[config.mk]
export PLATFORM = sky130hd
export DESIGN_NAME = viterbi_frame_ctrl
export DESIGN_NICKNAME = d
export VERILOG_FILES = /design/src/rtl/viterbi_frame_ctrl.sv
export SDC_FILE = /design/constraint.sdc
export NUM_CORES = 1
export LEC_CHECK = 0
export ABC_AREA = 1
export BUFFER_PORTS_ARGS = -buffer_cell sky130_fd_sc_hd__buf_2
export CAP_MARGIN = 20
export CORE_UTILIZATION = 41
export CTS_CLUSTER_SIZE = 16
export DETAILED_ROUTE_END_ITERATION = 16
export GPL_TIMING_DRIVEN = 0
export SLEW_MARGIN = 20
export SYNTH_ARGS = -nofsm -noshare
export SYNTH_HDL_FRONTEND = slang
export SYNTH_SLANG_ARGS = --single-unit
[constraint.sdc]
create_clock -name clk -period 2.11 [get_ports clk]
set_clock_uncertainty 0.2 [all_clocks]
set_input_delay 0.3165 -clock clk [delete_from_list [all_inputs] [get_ports clk]]
set_output_delay 0.3165 -clock clk [all_outputs]
set_load 0.03 [all_outputs]
[src/rtl/viterbi_frame_ctrl.sv]
`timescale 1ns/1ps
// -----------------------------------------------------------------------------
// viterbi_frame_ctrl
// Frame-level sequencer in front of the Viterbi decoder. Accepts FRAME_LEN
// 2-bit encoded symbols over a valid/ready handshake, forwards each one to the
// decoder for a single enabled cycle, appends dec_k-1 all-zero tail symbols,
// then waits out the decoder latency. A tag pipeline travels alongside the
// decoder so that out_valid marks exactly the FRAME_LEN data bits and never a
// tail bit.
//
// Ports
//   clk, rst_n          clock, asynchronous active-low reset
//   cfg_k[2:0]          constraint length request (3..7), sampled on start
//   start               one-cycle frame start request
//   busy                high in LOAD, FLUSH and DRAIN
//   done                one-cycle pulse at frame completion
//   cfg_err             one-cycle pulse after a start with illegal cfg_k
//   in_valid, in_sym    upstream symbol stream
//   in_ready            symbol can be accepted (LOAD only)
//   dec_en, dec_sym     symbol presented to the decoder
//   dec_k               constraint length held for the decoder
//   dec_bit             decoder output bit
//   out_valid, out_bit  re-timed decoded data bit
// -----------------------------------------------------------------------------
module viterbi_frame_ctrl #(
    parameter int FRAME_LEN   = 64,
    parameter int DEC_LATENCY = 16,
    parameter int CNT_W       = 11
) (
    input  logic       clk,
    input  logic       rst_n,
    input  logic [2:0] cfg_k,
    input  logic       start,
    output logic       busy,
    output logic       done,
    output logic       cfg_err,
    input  logic       in_valid,
    input  logic [1:0] in_sym,
    output logic       in_ready,
    output logic       dec_en,
    output logic [1:0] dec_sym,
    output logic [2:0] dec_k,
    input  logic       dec_bit,
    output logic       out_valid,
    output logic       out_bit
);

    typedef enum logic [2:0] {S_IDLE, S_LOAD, S_FLUSH, S_DRAIN, S_DONE} state_e;

    state_e                 state_q, state_d;
    logic [CNT_W-1:0]       in_cnt_q, out_cnt_q, en_cnt_q;
    logic [2:0]             tail_cnt_q;
    logic [2:0]             dec_k_q;
    logic                   dec_en_q, dec_data_q;
    logic [1:0]             dec_sym_q;
    logic                   cfg_err_q;
    logic [DEC_LATENCY-1:0] tag_en_q, tag_data_q;
    logic                   out_valid_q, out_bit_q;

    logic cfg_ok, start_ok, accept, load_last, flush_last, pipe_busy, tag_hit;

    assign cfg_ok     = (cfg_k >= 3'd3);
    assign start_ok   = (state_q == S_IDLE) && start && cfg_ok;
    assign accept     = in_valid && in_ready;
    assign load_last  = accept && (in_cnt_q == CNT_W'(FRAME_LEN - 1));
    // FLUSH lasts dec_k-1 cycles; tail_cnt counts from 0, so the last one is dec_k-2.
    assign flush_last = (state_q == S_FLUSH) && (tail_cnt_q == dec_k_q - 3'd2);
    // A symbol still waiting in dec_en_q has not yet entered the tag pipeline.
    assign pipe_busy  = dec_en_q || (|tag_en_q);
    assign tag_hit    = tag_en_q[DEC_LATENCY-1] && tag_data_q[DEC_LATENCY-1];

    // ---------------- FSM: state register ----------------
    // NOTE: sequential state uses non-blocking assignments so every register
    // samples the pre-edge values of the others.
    always_ff @(posedge clk or negedge rst_n) begin
        if (!rst_n) state_q <= S_IDLE;
        else        state_q <= state_d;
    end

    // ---------------- FSM: next state ----------------
    // NOTE: default assignment first so no path leaves state_d unassigned
    // (which would infer a latch).
    always_comb begin
        state_d = state_q;
        unique case (state_q)
            S_IDLE:  if (start_ok)   state_d = S_LOAD;
            S_LOAD:  if (load_last)  state_d = S_FLUSH;
            S_FLUSH: if (flush_last) state_d = S_DRAIN;
            S_DRAIN: if (!pipe_busy) state_d = S_DONE;
            S_DONE:                  state_d = S_IDLE;
            default:                 state_d = S_IDLE;
        endcase
    end

    // ---------------- FSM: outputs ----------------
    always_comb begin
        busy     = 1'b0;
        done     = 1'b0;
        in_ready = 1'b0;
        unique case (state_q)
            S_LOAD:  begin busy = 1'b1; in_ready = 1'b1; end
            S_FLUSH: busy = 1'b1;
            S_DRAIN: busy = 1'b1;
            S_DONE:  done = 1'b1;
            default: ;
        endcase
    end

    // ---------------- Datapath ----------------
    // NOTE: the tag pipeline is a few flops, not a memory, so it is reset;
    // stale tags after an aborted frame would otherwise raise out_valid.
    always_ff @(posedge clk or negedge rst_n) begin
        if (!rst_n) begin
            in_cnt_q    <= '0;
            out_cnt_q   <= '0;
            en_cnt_q    <= '0;
            tail_cnt_q  <= '0;
            dec_k_q     <= 3'd3;
            dec_en_q    <= 1'b0;
            dec_data_q  <= 1'b0;
            dec_sym_q   <= 2'd0;
            cfg_err_q   <= 1'b0;
            tag_en_q    <= '0;
            tag_data_q  <= '0;
            out_valid_q <= 1'b0;
            out_bit_q   <= 1'b0;
        end else begin
            cfg_err_q  <= (state_q == S_IDLE) && start && !cfg_ok;
            dec_en_q   <= accept || (state_q == S_FLUSH);
            dec_data_q <= accept;
            if (accept)                  dec_sym_q <= in_sym;
            else if (state_q == S_FLUSH) dec_sym_q <= 2'd0;

            if (start_ok) begin
                dec_k_q    <= cfg_k;
                in_cnt_q   <= '0;
                tail_cnt_q <= '0;
                out_cnt_q  <= '0;
                en_cnt_q   <= '0;
            end else begin
                if (accept)                  in_cnt_q   <= in_cnt_q + 1'b1;
                if (state_q == S_FLUSH)      tail_cnt_q <= tail_cnt_q + 1'b1;
                if (dec_en_q)                en_cnt_q   <= en_cnt_q + 1'b1;
                if (out_valid_q && (out_cnt_q != CNT_W'(FRAME_LEN)))
                    out_cnt_q <= out_cnt_q + 1'b1;
            end

            // Tag entering this cycle lines up with dec_bit DEC_LATENCY cycles later.
            tag_en_q   <= DEC_LATENCY'({tag_en_q, dec_en_q});
            tag_data_q <= DEC_LATENCY'({tag_data_q, dec_data_q});

            out_valid_q <= tag_hit;
            if (tag_hit) out_bit_q <= dec_bit;
        end
    end

    assign cfg_err   = cfg_err_q;
    assign dec_en    = dec_en_q;
    assign dec_sym   = dec_sym_q;
    assign dec_k     = dec_k_q;
    assign out_valid = out_valid_q;
    assign out_bit   = out_bit_q;

    // Internal consistency: at completion both per-frame counts must be exact.
    logic mismatch;
    assign mismatch = (state_q == S_DONE) &&
                      ((out_cnt_q != CNT_W'(FRAME_LEN)) ||
                       (en_cnt_q != CNT_W'(FRAME_LEN) + CNT_W'(dec_k_q) - CNT_W'(1)));

    a_frame_counts: assert property (@(posedge clk) disable iff (!rst_n) !mismatch);

endmodule
==> results of run 1 <==
-- per-layer routing --
| metal | up-vias | track usage | routed length [microns] |
|---|---|---|---|
| met5 | - | 0 | 0 |
| met4 | 0 | 0.0808 | 61 |
| met3 | 5 | 0.0611 | 205 |
| met2 | 32 | 0.241 | 1640 |
| met1 | 714 | 0.189 | 1830 |
| li1 | 789 | - | - |
-- flip-flops by register name, indices dropped and copies added (netlist names) --
signal and count:
dec_sym 2, dec_en 1, dec_data_q 1, cfg_err 1
tag_data_q 16, tag_en_q 16, out_valid 1, state_q 3
in_cnt_q 11, tail_cnt_q 3, dec_k 3, out_bit 1
-- final timing paths --
kind / from / endpoint / slack [ns] / depth (start not counted)
min in group asynchronous: rst_n / tag_en_q[8] / 0.39 / 2
worst min-delay path: cfg_k[0] / dec_k[0] / 0.03 / 3
worst max-delay path: state_q[0] / busy / 0.19 / 4
worst max register to register: state_q[0] / state_q[1] / 0.40 / 8
worst min register to register: tag_data_q[3] / tag_data_q[4] / 0.15 / 0
max in group asynchronous: rst_n / in_cnt_q[2] / 0.86 / 2
-- cells by family (layout without fill, tap and decap cells) --
logic type      after synthesis  count (layout)  synth area share
simple gates                118             118             0.229
buf+inv                      28              69            0.0488
fa+ha+maj                     2               2            0.0111
compound gates               20              20            0.0482
xor+xnor                      2               2           0.00776
flops                        59              59             0.655
-- area by class of cell --
cell class	instances	area share
plain buffers	2	0.00460
clock inverters	5	0.0276
clock buffers	11	0.0556
well taps	70	0.0322
flip-flops and latches	59	0.543
multi-input cells	142	0.246
repair buffers	25	0.0543
inverters	26	0.0359
-- metrics by stage --
stage | util | instance area (sq um) | hold WS [ns]
2_1_floorplan | - | 2260 | -0.179
5_1_grt | 0.523 | 2720 | 0.0418
3_3_place_gp | 0.471 | 2450 | 0.133
6_report | 0.523 | 2720 | 0.0286
4_1_cts | 0.522 | 2720 | 0.0136
3_5_place_dp | 0.471 | 2450 | 0.136
-- power by group through the flow --
stage	Clock (mW)	Combinational [mW]	Sequential [mW]
after global routing	1.22	0.442	1.43
after detailed placement	0	0.375	1.43
after floorplan	0	0.250	1.43
final	1.14	0.374	1.41
after global placement	0	0.365	1.43
after CTS	1.18	0.381	1.41
-- critical path, stage by stage, from the launching register on --
cell and delay, ns:
dfrtp_1 0.42, nor2_2 0.21, nand2_2 0.15, nand2_1 0.10, buf_2 0.19
-- what timing repair did --
item                                   4_1_cts  5_1_grt
endpoints found under the hold margin       60        0
setup endpoints to repair                    0        1
hold buffers                                 4        0
resized for setup                            0        1
-- cell usage after synthesis --
| cell type | instances | area (sq um) |
|---|---|---|
| o21a_1 | 1 | 7.51 |
| nor2_1 | 27 | 101 |
| buf_4 | 1 | 7.51 |
| inv_2 | 2 | 7.51 |
| nand2_1 | 59 | 221 |
| clkinv_1 | 1 | 3.75 |
| o21ai_0 | 7 | 35.0 |
| nor2_2 | 5 | 31.3 |
| xor2_1 | 1 | 8.76 |
| xnor2_1 | 1 | 8.76 |
| inv_1 | 23 | 86.3 |
| dfstp_2 | 2 | 52.6 |
| a21oi_1 | 9 | 45.0 |
| nor3_1 | 8 | 40.0 |
| nor2_4 | 1 | 11.3 |
| nor4_1 | 1 | 6.26 |
| a21o_1 | 1 | 7.51 |
| dfrtp_1 | 57 | 1430 |
| buf_2 | 1 | 5.00 |
| nor3_2 | 2 | 20.0 |
| nand3_1 | 13 | 65.1 |
| ha_1 | 2 | 25.0 |
| nand3_2 | 2 | 20.0 |
| o21ai_1 | 1 | 5.00 |
| a22o_1 | 1 | 8.76 |
==> out/results.tsv, run 1 <==
stage	metric	value	unit
sta	fin_tns_setup	0	ns
pwr	powerDensity	1070	nW/um^2
clocking	clock-root-buffer	clkbuf_8	
placement	io_buffers	21	
die	start_util	0.434	
worst_setup_path	path_max_fanout	7	
die	rows	26	
global_routing	grtUsageTotal	0.156	
pwr	p_total	2.92	mW
drt	drt_iter0_drc	105	
sta	tightest_slew	0.706	ns
layout	fillers	492	
sta	fmax	0.520	GHz
sta	relSlewSlack	0.529	
worst_setup_path	crit_required	1.59	ns
pwr	p_int	2.16	mW
pwr	clockPowerShare	0.389	
sta	fin_ws	0.186	ns
worst_setup_path	cp-start-kind	register	
global_routing	grt_max_degree	60	
synth	ys_ff_latch	59	
placement	preCtsSetupSlack	0.433	ns
die	ioPinCount	22	
layout	nets	277	
sta	hold_viol_final	0	
synth	avgSynthCellArea	9.86	sq um
global_routing	antenna_found_initial	0	
die	die_width	76.2	microns
pwr	leakage	1.36	nW
global_routing	grt_overflow_total	0	
drt	via_per_inst	4.53	
sta	period_share	0.912	
sta	slew_violations	0	
synth	ys.warnings.count	0	
clocking	path_clk_slew	0.06	ns
sta	fin_crit	1.92	ns
layout	syn2layout_area_growth	20.6	%
layout	regArea	1480	sq um
clocking	cts_max_level	3	
die	die_h	76.2	microns
drt	wl_per_cell	11.0	microns
clocking	cts_buffer_depth	2	
synth	synth_nets	241	
placement	place_inst	320	
pwr	share_comb_of_total_power	0.128	
worst_setup_path	arrival	1.41	ns
worst_setup_path	path_class	reg2out	
clocking	cts_tree	yes	
worst_setup_path	crit_path_end_kind	primary output	
drt	drc	0	
layout	layout_common_cells	nand2_1, dfrtp_1, nor2_1, inv_1, buf_2	
global_routing	grt_pass1_wl	6850	microns
sta	final-setup-viol-count	0	
die	dieArea	5810	sq um
pwr	seq_power_share	0.482	
drt	ant_nets	0	
pwr	p_sw_frac	0.262	
pwr	vdd_drop_max	0.760	mV
layout	layout.cells.non_filler	340	
min_path	min_path_type	in2reg	
run	cap_violations	0	
synth	yosysSeqAreaShare	0.655	
die	core_region_area	5200	sq um
clocking	clkLatencyLatePin	0.33	ns
clocking	cts_buffers	9	
run_status	status	finished, final reports clean	
placement	place_hpwl	2620	microns
layout	drive_above_1_share	0.200	
clocking	post-cts-setup-buffer-count	0	
synth	ys_types	25	
drt	route.vias.total	1540	
drt	dr.pass1.iters	4	
synth	syn_area	2260	sq um
clocking	cts_num_sinks	59	
sta	rsz0062_at_grt	false	
layout	final_common_cell	nand2_1	
global_routing	grt_pass1_vias	1613	
placement	routabilityCongestion	0.791	
layout	multi_input_area	671	sq um
drt	routed_wl	3730	microns
pwr	p_sw	0.764	mW
synth	netlist_instances	229	
layout	antenna_cells	0	
Power figures use the tool's default switching activity.
==> inputs of run 2 (changes only) <==
PLACE_DENSITY = 0.56   (was not set)
clock period = 2.3 ns   (was 2.11 ns; I/O delays follow)
==> run 2 against run 1 <==
Worst setup slack better by 0.12 ns. Combinational power down 9.4%. First-iteration DRC count down 53%. Die area unchanged. Non-clock buffer count down 3. Cell count down 0.88%. Cell area down 1.1%.
==> out/results.tsv, run 2 (synthesis gave the netlist of run 1 again) <==
stage	metric	value	unit
run_status	status	finished, final reports clean	
drt	routed_wl	3720	microns
sta	fin_tns_setup	0	ns
pwr	clockPowerShare	0.388	
layout	reg.largest.list	tag_data_q: 16 flops, tag_en_q: 16 flops, in_cnt_q: 11 flops	
die	rows	26	
worst_setup_path	path_max_fanout	7	
layout	nets	274	
die	core_region_area	5200	sq um
layout	layout_common_cells	nand2_1, dfrtp_1, nor2_1, inv_1, buf_2	
sta	period_share	0.867	
placement	io_buffers	21	
pwr	vdd_drop_max	0.598	mV
worst_setup_path	crit_path_end_kind	primary output	
layout	layout.cells.non_filler	337	
sta	fin_crit	1.99	ns
pwr	p_sw_frac	0.258	
sta	rsz0062_at_grt	false	
clocking	clock-root-buffer	clkbuf_8	
sta	fmax	0.501	GHz
placement	place_inst	320	
clocking	post-cts-setup-buffer-count	0	
die	die_width	76.2	microns
sta	hold_viol_final	0	
sta	slew_violations	0	
clocking	path_clk_slew	0.06	ns
clocking	cts_buffers	9	
drt	via_per_inst	4.52	
layout	regArea	1480	sq um
min_path	min_path_type	in2reg	
clocking	cts_num_sinks	59	
layout	antenna_cells	0	
layout	syn2layout_area_growth	19.2	%
pwr	p_sw	0.688	mW
die	dieArea	5810	sq um
sta	tightest_slew	0.715	ns
drt	dr.pass1.iters	4	
run	cap_violations	0	
pwr	powerDensity	991	nW/um^2
layout	drive_above_1_share	0.195	
drt	drc	0	
pwr	leakage	1.34	nW
placement	postPlaceCellArea	2450	sq um
global_routing	grt_use_met3	0.0623	
layout	fillers	501	
pwr	seq_power_share	0.485	
pwr	share_comb_of_total_power	0.127	
worst_setup_path	cp-start-kind	register	
clocking	cts_tree	yes	
global_routing	grtUsageTotal	0.153	
clocking	clkLatencyLatePin	0.32	ns
global_routing	grt_busiest_layer	met2	
clocking	cts_max_level	3	
die	start_util	0.434	
layout	multi_input_area	668	sq um
global_routing	grt_max_degree	60	
global_routing	grt_pass1_wl	6800	microns
layout	fin_area	2690	sq um
placement	place_hpwl	2580	microns
global_routing	grt_use_met1	0.204	
pwr	p_int	1.98	mW
die	die_h	76.2	microns
global_routing	grt_use_met2	0.225	
global_routing	grt_overflow_total	0	
sta	final-setup-viol-count	0	
worst_setup_path	path_class	reg2out	
drt	drt_iter0_drc	49	
clocking	cts_buffer_depth	2	
worst_setup_path	crit_required	1.75	ns
drt	route.vias.total	1522	
drt	ant_nets	0	
worst_setup_path	arrival	1.45	ns
sta	relSlewSlack	0.523	
placement	routabilityCongestion	0.782	
die	ioPinCount	22	
layout	final_common_cell	nand2_1	
drt	wl_per_cell	11.0	microns
global_routing	grt_pass1_vias	1524	
global_routing	antenna_found_initial	0	
## run 2: cell types whose count changed in the layout (fill, tap and decap cells not counted), sizes merged
cell / change
clkbuf: +1
clkinvlp: +1
dlygate4sd3: -3
clkinv: -2
## run 2: layer usage
metal | up-vias | part of all wire
li1 | 788 | -
met1 | 699 | 0.51
met2 | 33 | 0.43
met3 | 2 | 0.053
met4 | 0 | 0.0067
met5 | - | 0
## run 2: power groups by stage
| stage | registers (mW) | logic (mW) | clock network, mW |
|---|---|---|---|
| floorplan | 1.32 | 0.229 | 0 |
| global placement | 1.31 | 0.337 | 0 |
| detailed placement | 1.31 | 0.343 | 0 |
| CTS | 1.29 | 0.346 | 1.08 |
| global route | 1.32 | 0.393 | 1.12 |
| finish | 1.29 | 0.339 | 1.04 |
## run 2: worst paths after layout
| path | to | slack (ns) | start | depth (start not counted) |
|---|---|---|---|---|
| hold / removal | dec_sym[1] | 0.02 | in_sym[1] | 3 |
| hold reg to reg | tag_data_q[4] | 0.15 | tag_data_q[3] | 0 |
| setup reg to reg | state_q[1] | 0.57 | in_cnt_q[0] | 10 |
| max in group asynchronous | tag_en_q[13] | 1.01 | rst_n | 2 |
| setup / recovery | busy | 0.31 | state_q[0] | 4 |
| min in group asynchronous | out_valid | 0.42 | rst_n | 2 |
## run 2: critical path: stages, from the launching register on
cell,delay [ns]
dfrtp_1,0.42
nor2_2,0.20
nand2_1,0.21
nand2_1,0.10
buf_2,0.20
## run 2: repair_timing
item,CTS,global route
setup endpoints to repair,0,0
hold endpoints to repair,57,0
gates resized for setup,0,0
hold buffers,1,0
## run 2: through the flow
stage	hold WS [ns]	util	power (mW)	worst slack, ns
after floorplan	-0.151	-	1.54	0.585
after global placement	0.133	0.471	1.64	0.582
after detailed placement	0.135	0.471	1.65	0.578
after CTS	0.000438	0.517	2.71	0.296
after global routing	0.00896	0.517	2.83	0.202
final	0.0181	0.517	2.67	0.305
## run 2: cell type report
cell class / instances / area share
Buffer: 2 / 0.00465
Clock buffer: 12 / 0.0577
Clock inverter: 4 / 0.0270
Inverter: 26 / 0.0363
Multi-Input combinational cell: 142 / 0.248
Sequential cell: 59 / 0.550
Tap cell: 70 / 0.0326
Timing Repair Buffer: 22 / 0.0437
==> inputs of run 3 (changes only) <==
ABC_AREA = not set   (was 1)
CTS_BUF_LIST = sky130_fd_sc_hd__clkbuf_4 sky130_fd_sc_hd__clkbuf_8   (was not set)
==> run 3 against run 2 <==
Global-route usage is 0.12 points higher. Cell area is 4.3% lower. Clock power is 5% higher. Total power is 3.7% lower. First-iteration DRC count is 35% higher. Cell count is 21% lower. Routed wire length is 7.2% lower. Die area is 5.1% lower. Sequential power is 5% lower.
==> out/results.tsv, run 3 <==
stage	metric	value	unit
worst_setup_path	crit_required	1.75	ns
sta	tightest_slew	0.695	ns
layout	fillers	434	
run_status	status	finished, final reports clean	
die	die_h	74.2	microns
synth	synth-edff-count	0	
pwr	powerDensity	997	nW/um^2
layout	syn2layout_area_growth	20.4	%
sta	rsz0062_at_grt	false	
drt	wl_per_cell	12.9	microns
placement	routabilityCongestion	0.783	
layout	layout_common_cells	dfrtp_1, buf_2, nor2_1, nand2_1	
sta	fmax	0.531	GHz
pwr	p_total	2.57	mW
drt	drc	0	
global_routing	grt_overflow_total	0	
global_routing	grt_pass1_vias	1302	
die	die_width	74.2	microns
sta	relSlewSlack	0.537	
die	rows	25	
die	core_region_area	4880	sq um
clocking	cts_buffers	9	
clocking	cts_buffer_depth	2	
drt	via_per_inst	4.88	
worst_setup_path	cp-start-kind	register	
global_routing	grtUsageTotal	0.154	
synth	synth_most_common_cell	dfrtp_1	
sta	slew_violations	0	
worst_setup_path	arrival	1.34	ns
layout	nets	208	
synth	ys_ff_latch	59	
sta	period_share	0.818	
die	start_util	0.438	
clocking	cts_max_level	3	
synth	netlist_instances	163	
die	dieArea	5510	sq um
layout	final_common_cell	dfrtp_1	
pwr	leakage	1.14	nW
synth	ys.warnings.count	0	
drt	drt_iter0_drc	66	
synth	syn_area	2140	sq um
synth	synth_common_cells	dfrtp_1, nor2_1, nand2_1	
drt	route.vias.total	1302	
layout	antenna_cells	0	
layout	drive_above_1_share	0.245	
synth	synth_nets	175	
sta	fin_crit	1.88	ns
synth	synthTopCellsByArea	dfrtp_1, xnor2_1, nor2_1	
drt	ant_nets	0	
clocking	path_clk_slew	0.06	ns
clocking	cts_num_sinks	59	
synth	yosysSeqAreaShare	0.691	
placement	place_hpwl	2300	microns
global_routing	grt_pass1_wl	5910	microns
sta	fin_tns_setup	0	ns
run	cap_violations	0	
layout	regArea	1480	sq um
clocking	clkLatencyLatePin	0.33	ns
die	ioPinCount	22	
clocking	clock-root-buffer	clkbuf_8	
worst_setup_path	path_class	reg2out	
layout	reg.largest.list	tag_data_q: 16 flops, tag_en_q: 16 flops, in_cnt_q: 11 flops	
layout	multi_input_area	606	sq um
synth	ys_types	32	
synth	avgSynthCellArea	13.1	sq um
drt	routed_wl	3450	microns
drt	dr.pass1.iters	4	
placement	place_inst	251	
worst_setup_path	path_max_fanout	7	
synth	yosysTopAreaCell	dfrtp_1	
sta	final-setup-viol-count	0	
synth	async_flop_share	1.00	
layout	utilization	0.528	
pwr	vdd_drop_max	0.531	mV
global_routing	antenna_found_initial	0	
placement	io_buffers	21	
layout	layout.cells.non_filler	267	
min_path	min_path_type	in2reg	
worst_setup_path	crit_path_end_kind	primary output	
synth	synth-main-ff-cell	dfrtp_1	
clocking	cts_tree	yes	
sta	hold_viol_final	0	
clocking	cts_resized	0	
global_routing	grt_max_degree	60	
synth	synth.top_cell.area_share	0.667	
clocking	post-cts-setup-buffer-count	0	
run 3: routing by layer:
layer  GRT usage  wire length [microns]  part of all wire  up-vias
li1            -                      -                 -      620
met1       0.180                   1620              0.47      647
met2       0.234                   1580              0.46       28
met3      0.0678                    189             0.055        7
met4      0.0943                     63             0.018        0
met5           0                      0                 0        -
run 3: path summary, 6_finish.rpt:
| check | start | endpoint | slack (ns) | cells after the start |
|---|---|---|---|---|
| worst max register to register | state_q[0] | in_cnt_q[5] | 0.45 | 6 |
| worst max-delay path | state_q[2] | in_ready | 0.42 | 3 |
| worst min register to register | tag_data_q[12] | tag_data_q[13] | 0.15 | 0 |
| max in group asynchronous | rst_n | in_cnt_q[5] | 1.02 | 2 |
| worst min-delay path | in_sym[1] | dec_sym[1] | 0.04 | 2 |
| min in group asynchronous | rst_n | tag_data_q[11] | 0.42 | 2 |
run 3: timing repair:
action / 4_1_cts / 5_1_grt
setup endpoints to repair: 0 / 0
hold buffers: 1 / 0
hold endpoints to repair: 57 / 0
run 3: through the flow:
stage	area (sq um)	hold WS, ns	setup slack (ns)
after detailed placement	2330	0.136	0.424
final	2570	0.0403	0.418
after global placement	2330	0.135	0.464
after CTS	2570	0.0224	0.397
after global routing	2570	0.0283	0.262
after floorplan	2140	-0.151	0.571
run 3: worst max-delay path, cell delays in order, from the launching register on:
cell	delay, ns
dfrtp_1	0.45
inv_1	0.18
and3_1	0.19
buf_2	0.20
run 3: cell type report:
class                   count  share of cell area
plain buffers               4              0.0126
clock inverters             5              0.0398
inverters                   6             0.00875
well taps                  67              0.0326
repair buffers             22              0.0457
flip-flops and latches     59               0.574
clock buffers              10              0.0510
multi-input cells          94               0.235
run 3: logic make-up after synthesis:
| logic type | share of synthesized area |
|---|---|
| muxes | 0.0193 |
| DFF | 0.691 |
| buffers and inverters | 0.0257 |
| xor gates and xnor gates | 0.0532 |
| AOI/OAI and AO/OA | 0.0427 |
| adders and majority gates | 0.0117 |
| and+or+nand+nor | 0.156 |
run 3: where the power goes:
group / total [mW] / switching [mW] / internal, mW
clock network: 1.09 / 0.371 / 0.723
logic: 0.254 / 0.152 / 0.102
registers: 1.22 / 0.0761 / 1.14
total: 2.57 / 0.599 / 1.97
